`src/rtl/hazard_ctrl_pkg.sv`:
```
// Shared types for the pipeline hazard sequencer.
// FSM state encodings and per-cycle stall/bubble control bundles.
package hazard_ctrl_pkg;

    typedef enum logic {
        HZ_RUN      = 1'b0,
        HZ_MDU_WAIT = 1'b1
    } hz_state_t;

    typedef struct packed {
        logic f_stall;
        logic d_stall;
        logic d_bubble;
        logic e_stall;
        logic e_bubble;
        logic m_bubble;
    } hz_ctrl_t;

    // Bit order: f_stall d_stall d_bubble e_stall e_bubble m_bubble
    localparam hz_ctrl_t HZ_NONE  = hz_ctrl_t'(6'b000000);
    localparam hz_ctrl_t HZ_RESET = hz_ctrl_t'(6'b001011);
    localparam hz_ctrl_t HZ_FLUSH = hz_ctrl_t'(6'b001010);
    localparam hz_ctrl_t HZ_LDU   = hz_ctrl_t'(6'b110010);
    localparam hz_ctrl_t HZ_MDU   = hz_ctrl_t'(6'b110101);

    // A source operand collides with E's destination; x0 never collides.
    function automatic logic src_hit(
        input logic       use_src,
        input logic [4:0] rs,
        input logic [4:0] rd
    );
        return use_src && (rs != 5'd0) && (rs == rd);
    endfunction

endpackage

```
`src/rtl/hazard_perf_cnt.sv`:
```
// One saturating event counter for hazard statistics.
// Holds at all-ones; cleared by synchronous reset.
module hazard_perf_cnt #(
    parameter int CNT_W = 32
) (
    input  logic             clk_i,
    input  logic             rst_i,
    input  logic             inc_i,
    output logic [CNT_W-1:0] cnt_o
);

    // Count events, sticking at the maximum value.
    always_ff @(posedge clk_i) begin
        if (rst_i) begin
            cnt_o <= '0;
        end else if (inc_i && (cnt_o != {CNT_W{1'b1}})) begin
            cnt_o <= cnt_o + CNT_W'(1);
        end
    end

endmodule

```
`src/rtl/hazard_ctrl.sv`:
```
// Stall/bubble/flush sequencer for F/D/E/M pipeline registers.
// Optional perf counters are enabled by defining HAZARD_PERF_EN.
module hazard_ctrl
    import hazard_ctrl_pkg::*;
#(
    parameter int MDU_TIMEOUT = 64,
    parameter int CNT_W       = 32
) (
    input  logic             clk_i,
    input  logic             rst_i,
    input  logic [4:0]       D_rs1_i,
    input  logic [4:0]       D_rs2_i,
    input  logic             D_use_rs1_i,
    input  logic             D_use_rs2_i,
    input  logic             DD_need_dstE_i,
    input  logic [4:0]       DD_dstE_i,
    input  logic             DD_sel_reg_i,
    input  logic             E_valid_i,
    input  logic             E_mdu_start_i,
    input  logic             mdu_done_i,
    input  logic             E_redirect_i,
    output logic             F_stall_o,
    output logic             D_stall_o,
    output logic             D_bubble_o,
    output logic             E_stall_o,
    output logic             E_bubble_o,
    output logic             M_bubble_o,
    output logic             mdu_timeout_o
`ifdef HAZARD_PERF_EN
    ,
    output logic [CNT_W-1:0] perf_ldu_o,
    output logic [CNT_W-1:0] perf_mdu_o,
    output logic [CNT_W-1:0] perf_flush_o
`endif
);

    localparam int CW = $clog2(MDU_TIMEOUT + 1);
    localparam logic [CW-1:0] TO_CNT = CW'(MDU_TIMEOUT);

    hz_state_t     state_q;
    hz_state_t     state_d;
    logic [CW-1:0] cnt_q;
    logic [CW-1:0] cnt_d;
    hz_ctrl_t      ctrl;
    logic          timeout;
    logic          ldu;

    // Load in E whose result a D source needs before the bypass can supply it.
    assign ldu = DD_need_dstE_i && !DD_sel_reg_i && E_valid_i &&
                 (src_hit(D_use_rs1_i, D_rs1_i, DD_dstE_i) ||
                  src_hit(D_use_rs2_i, D_rs2_i, DD_dstE_i));

    // Next state, wait counter and same-cycle pipeline controls.
    always_comb begin
        ctrl    = HZ_NONE;
        timeout = 1'b0;
        state_d = state_q;
        cnt_d   = cnt_q;
        if (rst_i) begin
            ctrl    = HZ_RESET;
            state_d = HZ_RUN;
            cnt_d   = '0;
        end else begin
            unique case (state_q)
                HZ_RUN: begin
                    if (E_valid_i && E_mdu_start_i) begin
                        if (!mdu_done_i) begin
                            ctrl    = HZ_MDU;
                            state_d = HZ_MDU_WAIT;
                            cnt_d   = CW'(1);
                        end
                    end else if (E_redirect_i) begin
                        ctrl = HZ_FLUSH;
                    end else if (ldu) begin
                        ctrl = HZ_LDU;
                    end
                end
                HZ_MDU_WAIT: begin
                    if (mdu_done_i) begin
                        state_d = HZ_RUN;
                        cnt_d   = '0;
                    end else if (cnt_q == TO_CNT) begin
                        timeout = 1'b1;
                        state_d = HZ_RUN;
                        cnt_d   = '0;
                    end else begin
                        ctrl  = HZ_MDU;
                        cnt_d = cnt_q + CW'(1);
                    end
                end
                default: begin
                    state_d = HZ_RUN;
                    cnt_d   = '0;
                end
            endcase
        end
    end

    // State and MDU wait counter registers.
    always_ff @(posedge clk_i) begin
        if (rst_i) begin
            state_q <= HZ_RUN;
            cnt_q   <= '0;
        end else begin
            state_q <= state_d;
            cnt_q   <= cnt_d;
        end
    end

    assign F_stall_o     = ctrl.f_stall;
    assign D_stall_o     = ctrl.d_stall;
    assign D_bubble_o    = ctrl.d_bubble;
    assign E_stall_o     = ctrl.e_stall;
    assign E_bubble_o    = ctrl.e_bubble;
    assign M_bubble_o    = ctrl.m_bubble;
    assign mdu_timeout_o = timeout;

`ifdef HAZARD_PERF_EN
    logic ev_ldu;
    logic ev_mdu;
    logic ev_flush;

    // E stall only comes from the MDU; D stall without it is a load-use.
    assign ev_mdu   = ctrl.e_stall;
    assign ev_ldu   = ctrl.d_stall && !ctrl.e_stall;
    assign ev_flush = ctrl.d_bubble && !rst_i;

    hazard_perf_cnt #(.CNT_W(CNT_W)) u_cnt_ldu (
        .clk_i (clk_i),
        .rst_i (rst_i),
        .inc_i (ev_ldu),
        .cnt_o (perf_ldu_o)
    );

    hazard_perf_cnt #(.CNT_W(CNT_W)) u_cnt_mdu (
        .clk_i (clk_i),
        .rst_i (rst_i),
        .inc_i (ev_mdu),
        .cnt_o (perf_mdu_o)
    );

    hazard_perf_cnt #(.CNT_W(CNT_W)) u_cnt_flush (
        .clk_i (clk_i),
        .rst_i (rst_i),
        .inc_i (ev_flush),
        .cnt_o (perf_flush_o)
    );
`endif

endmodule

```
`config.mk`:
```
export PLATFORM = sky130hd
export DESIGN_NAME = hazard_ctrl
export DESIGN_NICKNAME = d
export VERILOG_FILES = /design/src/rtl/hazard_ctrl_pkg.sv /design/src/rtl/hazard_perf_cnt.sv /design/src/rtl/hazard_ctrl.sv
export SDC_FILE = /design/constraint.sdc
export NUM_CORES = 1
export LEC_CHECK = 0
export CAP_MARGIN = 20
export CORE_MARGIN = 5
export CORE_UTILIZATION = 45
export CTS_BUF_LIST = sky130_fd_sc_hd__clkbuf_2
export DETAILED_ROUTE_END_ITERATION = 10
export GPL_TIMING_DRIVEN = 0
export MAX_ROUTING_LAYER = met4
export PLACE_DENSITY = 0.86
export SYNTH_ARGS = -nofsm -noshare
export SYNTH_HDL_FRONTEND = slang
export SYNTH_SLANG_ARGS = --single-unit
```
`constraint.sdc`:
```
create_clock -name clk_i -period 3.2 [get_ports clk_i]
set_input_delay 0.48 -clock clk_i [delete_from_list [all_inputs] [get_ports clk_i]]
set_output_delay 0.48 -clock clk_i [all_outputs]
set_load 0.005 [all_outputs]
```
==> results by stage <==
Outcome:
- The flow ran to the end, and the final reports show no timing, DRC or antenna violations.

CTS:
- The buffer depth of the longest clock path is 2.
- The setup fix buffers added after clock tree synthesis is 0.
- The number of CTS-inserted buffers is 3.
- Clock-pin slew was measured on the worst setup and hold paths at 0.07 ns.
- The number of hold buffers added after CTS is 0.
- The clock reaches the later pin of the worst-skew pair after 0.25 ns.
- In this run the number of H-tree levels came out at 1.
- The number of gates resized after CTS was 0.
- The cell sitting at the root of the clock tree is a sky130_fd_sc_hd__clkbuf_2.
- TritonCTS built the clock tree.
- Clock tree synthesis found a total of 8 sinks.

Logic synthesis:
- The number of warning messages in the yosys log is 0.
- The basic-gate share of the synthesized area counting and, or, nand and nor cells is 0.3489.
- The synthesized design spends more area on one cell type than any other, namely sky130_fd_sc_hd__dfxtp_1.
- Synthesis inferred 8 register bits.
- The most used flip-flop cell after synthesis is sky130_fd_sc_hd__dfxtp_1.
- Of the post-synthesis cell area, the dominant cell type holds 0.2302.
- The mean instance size in the synthesized netlist is 7.816 um^2.
- Synthesis instantiated 32 different standard cells from the library.
- The post-synthesis mux area share is 0.
- By area the synthesized netlist is led by sky130_fd_sc_hd__dfxtp_1 (23%), sky130_fd_sc_hd__nand3b_1 (6.5%), sky130_fd_sc_hd__a21oi_1 (5.8%), sky130_fd_sc_hd__xor2_1 (5.0%), sky130_fd_sc_hd__nand2_1 (4.3%).
- After synthesis, the largest family of logic cells by area is simple AND/OR/NAND/NOR gates.
- The fraction of the mapped netlist area in compound gates is 0.2446.
- The gate count after technology mapping is 89.
- Yosys mapped a number of flops with a built-in enable equal to 0.
- The sequential-to-total area share from yosys stat is 0.2302.
- The cell area that synthesis handed to floorplanning was 695.7 um^2.
- When the netlist entered floorplanning its net count stood at 116.
- The area share of xor/xnor cells in the synthesized design is 0.07554.
- For this run, asynchronously set or reset flops after synthesis account for 0.
- Of the total synthesized cell area, the portion taken by full adders, half adders and majority gates is 0.03597.

Placement:
- The number of placed instances, taps included, is 136.
- The count of input and output buffers is 31.
- The congestion estimate from routability-driven global placement came to 0.8168.
- Once detailed placement completed, the half-perimeter wirelength came to 1641 um.

Floorplan:
- The initialized floorplan defines 14 standard-cell rows.
- The die boundary width is 49.32 um.
- The initial utilization of the core area, before any placement, comes to 0.4672.
- The die height is 49.32 um.
- After floorplanning, the core was sized to cover 1489 um^2.
- The top-level port count is 32.
- The die covers 2432 um^2.

Cells and area:
- The layout net count is 152.
- For this run, the share of the core covered by cells in the final layout is 0.6992.
- The final non-filler cell total is 139.
- The number of antenna diodes in the final layout is 0.
- In the final layout, the share of cells above drive strength 1 is 0.08130.
- The synthesis-to-finish area growth is 49.64%.
- The library cell used most frequently in the layout, excluding fill and tap cells, is sky130_fd_sc_hd__clkdlybuf4s50_1.
- The library cells used most frequently in the layout, excluding fill and tap cells, are sky130_fd_sc_hd__clkdlybuf4s50_1 (31), sky130_fd_sc_hd__nand2_1 (8), sky130_fd_sc_hd__a21oi_1 (8), sky130_fd_sc_hd__dfxtp_1 (8), sky130_fd_sc_hd__inv_1 (7).

Timing:
- The count of final max-slew check failures is 0.
- For the pin with the worst max-slew slack, the measured transition is 0.4476 ns.
- Dividing the final minimum period by the clock period gives 0.9444.
- The total setup violations reported at the end of the flow is 0.
- The worst slew slack as a fraction of its limit is 0.7016.
- The highest attainable clock frequency is 0.3309 GHz.
- Setup repair after global routing left no endpoint under its margin.
- The worst clock skew on the final layout is 0.008712 ns.
- The hold slack is 0.5077 ns.
- The final total negative setup slack is 0 ns.
- The post-layout minimum cycle time is 3.022 ns.
- The number of failing hold endpoints at the final stage is 0.

Route:
- The detailed router finished its first iteration with 4 violations.
- The average wire length per cell after detail routing is 13.84 um.
- The number of vias per cell after detailed routing is 5.612.
- After detailed routing, the number of remaining DRC violations is 0.
- The routed design has 1924 um of wire.
- The total vias in the final route is 780.
- The number of detailed-routing iterations run before antenna repair is 4.
- The count of nets left with antenna violations once routing finished came out at 0.

Power:
- Power comes to 242.3 uW.
- The worst-case IR drop observed on VDD is 0.1827 mV.
- Power spread over the standard cell area amounts to 232.8 nW/um^2.
- The leakage power summed over all cells is 0.0003957 uW.

Setup path:
- The critical path class is input pin to output pin.
- In this run the worst path has a maximum fanout of 4.
- STA classifies the critical path endpoint as an output pin.
- STA classifies the critical path startpoint as an input pin.
- The data arrival at the endpoint of the critical path is 2.54 ns.
- Data on the critical path is required at its endpoint by 2.72 ns.

Global route:
- The initial antenna violation count is 0.
- The first-pass GRT wire length is 3346 um.
- The global-route total usage across every layer is 0.1799.
- The via count of the first global-routing pass is 753.
- The pin count of the biggest net entering global routing is 11.
- For this run the aggregate overflow at the end of global routing stands at 0.

Job:
- The tool flagged a number of max-cap violations equal to 0.

Worst hold path:
- The class of the tightest hold or removal check is flop to flop.
-- per-stage QoR --
step,instance area [um^2],worst slack (ns)
2_1_floorplan,695.7,1.269
4_1_cts,1041,0.1730
3_3_place_gp,1026,0.2260
3_5_place_dp,1026,0.1860
5_1_grt,1041,0.04315
6_report,1041,0.1779
-- worst max-delay path, cell delays in order --
cell	delay, ns
sky130_fd_sc_hd__clkdlybuf4s50_1	0.54
sky130_fd_sc_hd__inv_1	0.05
sky130_fd_sc_hd__a22o_1	0.19
sky130_fd_sc_hd__nor4_1	0.26
sky130_fd_sc_hd__a32oi_1	0.18
sky130_fd_sc_hd__o21ai_1	0.21
sky130_fd_sc_hd__buf_4	0.14
sky130_fd_sc_hd__clkdlybuf4s50_1	0.50
-- cells by family (layout without fill, tap and decap cells) --
kind of cell,after synthesis,after routing
fa+ha+maj,2,2
simple gates,38,38
compound gates,25,25
xor+xnor,6,6
flops,8,8
buf+inv,10,44
-- metal layers --
layer,vias to the layer above,GRT usage,wire [um]
li1,395,-,-
met1,364,0.2088,870
met2,15,0.2897,937
met3,6,0.04893,62
met4,0,0.07175,55
met5,-,-,0
-- state kept, by name, summed over array words and instances, names as in the netlist --
register  flops
cnt_q         7
state_q       1
-- cell type report --
class	count	area (um^2)
buffer	3	18.77
clock buffer	3	15.01
fill	124	447.9
inverter	7	26.28
multi-input combinational	71	490.5
sequential	8	160.2
tap	16	20.02
timing repair buffer	31	310.3
-- power breakdown --
group	internal (uW)	switching [uW]
Combinational	48.6	30.6
Sequential	101	1.39
Clock	25.5	35.3
Total	175	67.3
-- worst paths after layout --
check	from	endpoint	slack, ns	cells past startpoint
max	DD_dstE_i[4]	F_stall_o	0.18	8
min	cnt_q[2]	cnt_q[2]	0.51	2
max reg2reg	cnt_q[0]	state_q	1.69	7
min reg2reg	cnt_q[2]	cnt_q[2]	0.51	2
-- cell usage after synthesis, types with 2 or more instances --
master and number:
sky130_fd_sc_hd__a21oi_1 8, sky130_fd_sc_hd__dfxtp_1 8, sky130_fd_sc_hd__nand2_1 8, sky130_fd_sc_hd__inv_1 7, sky130_fd_sc_hd__nand3b_1 6, sky130_fd_sc_hd__nor2_1 5
sky130_fd_sc_hd__o21ai_0 5, sky130_fd_sc_hd__nand2b_1 4, sky130_fd_sc_hd__nor4_1 4, sky130_fd_sc_hd__xor2_1 4, sky130_fd_sc_hd__a311oi_1 2, sky130_fd_sc_hd__a41oi_1 2
sky130_fd_sc_hd__and3_1 2, sky130_fd_sc_hd__buf_4 2, sky130_fd_sc_hd__ha_1 2, sky130_fd_sc_hd__nand3_1 2, sky130_fd_sc_hd__o21bai_1 2, sky130_fd_sc_hd__xnor2_1 2
Note: power is estimated with default switching activity, not from simulation.
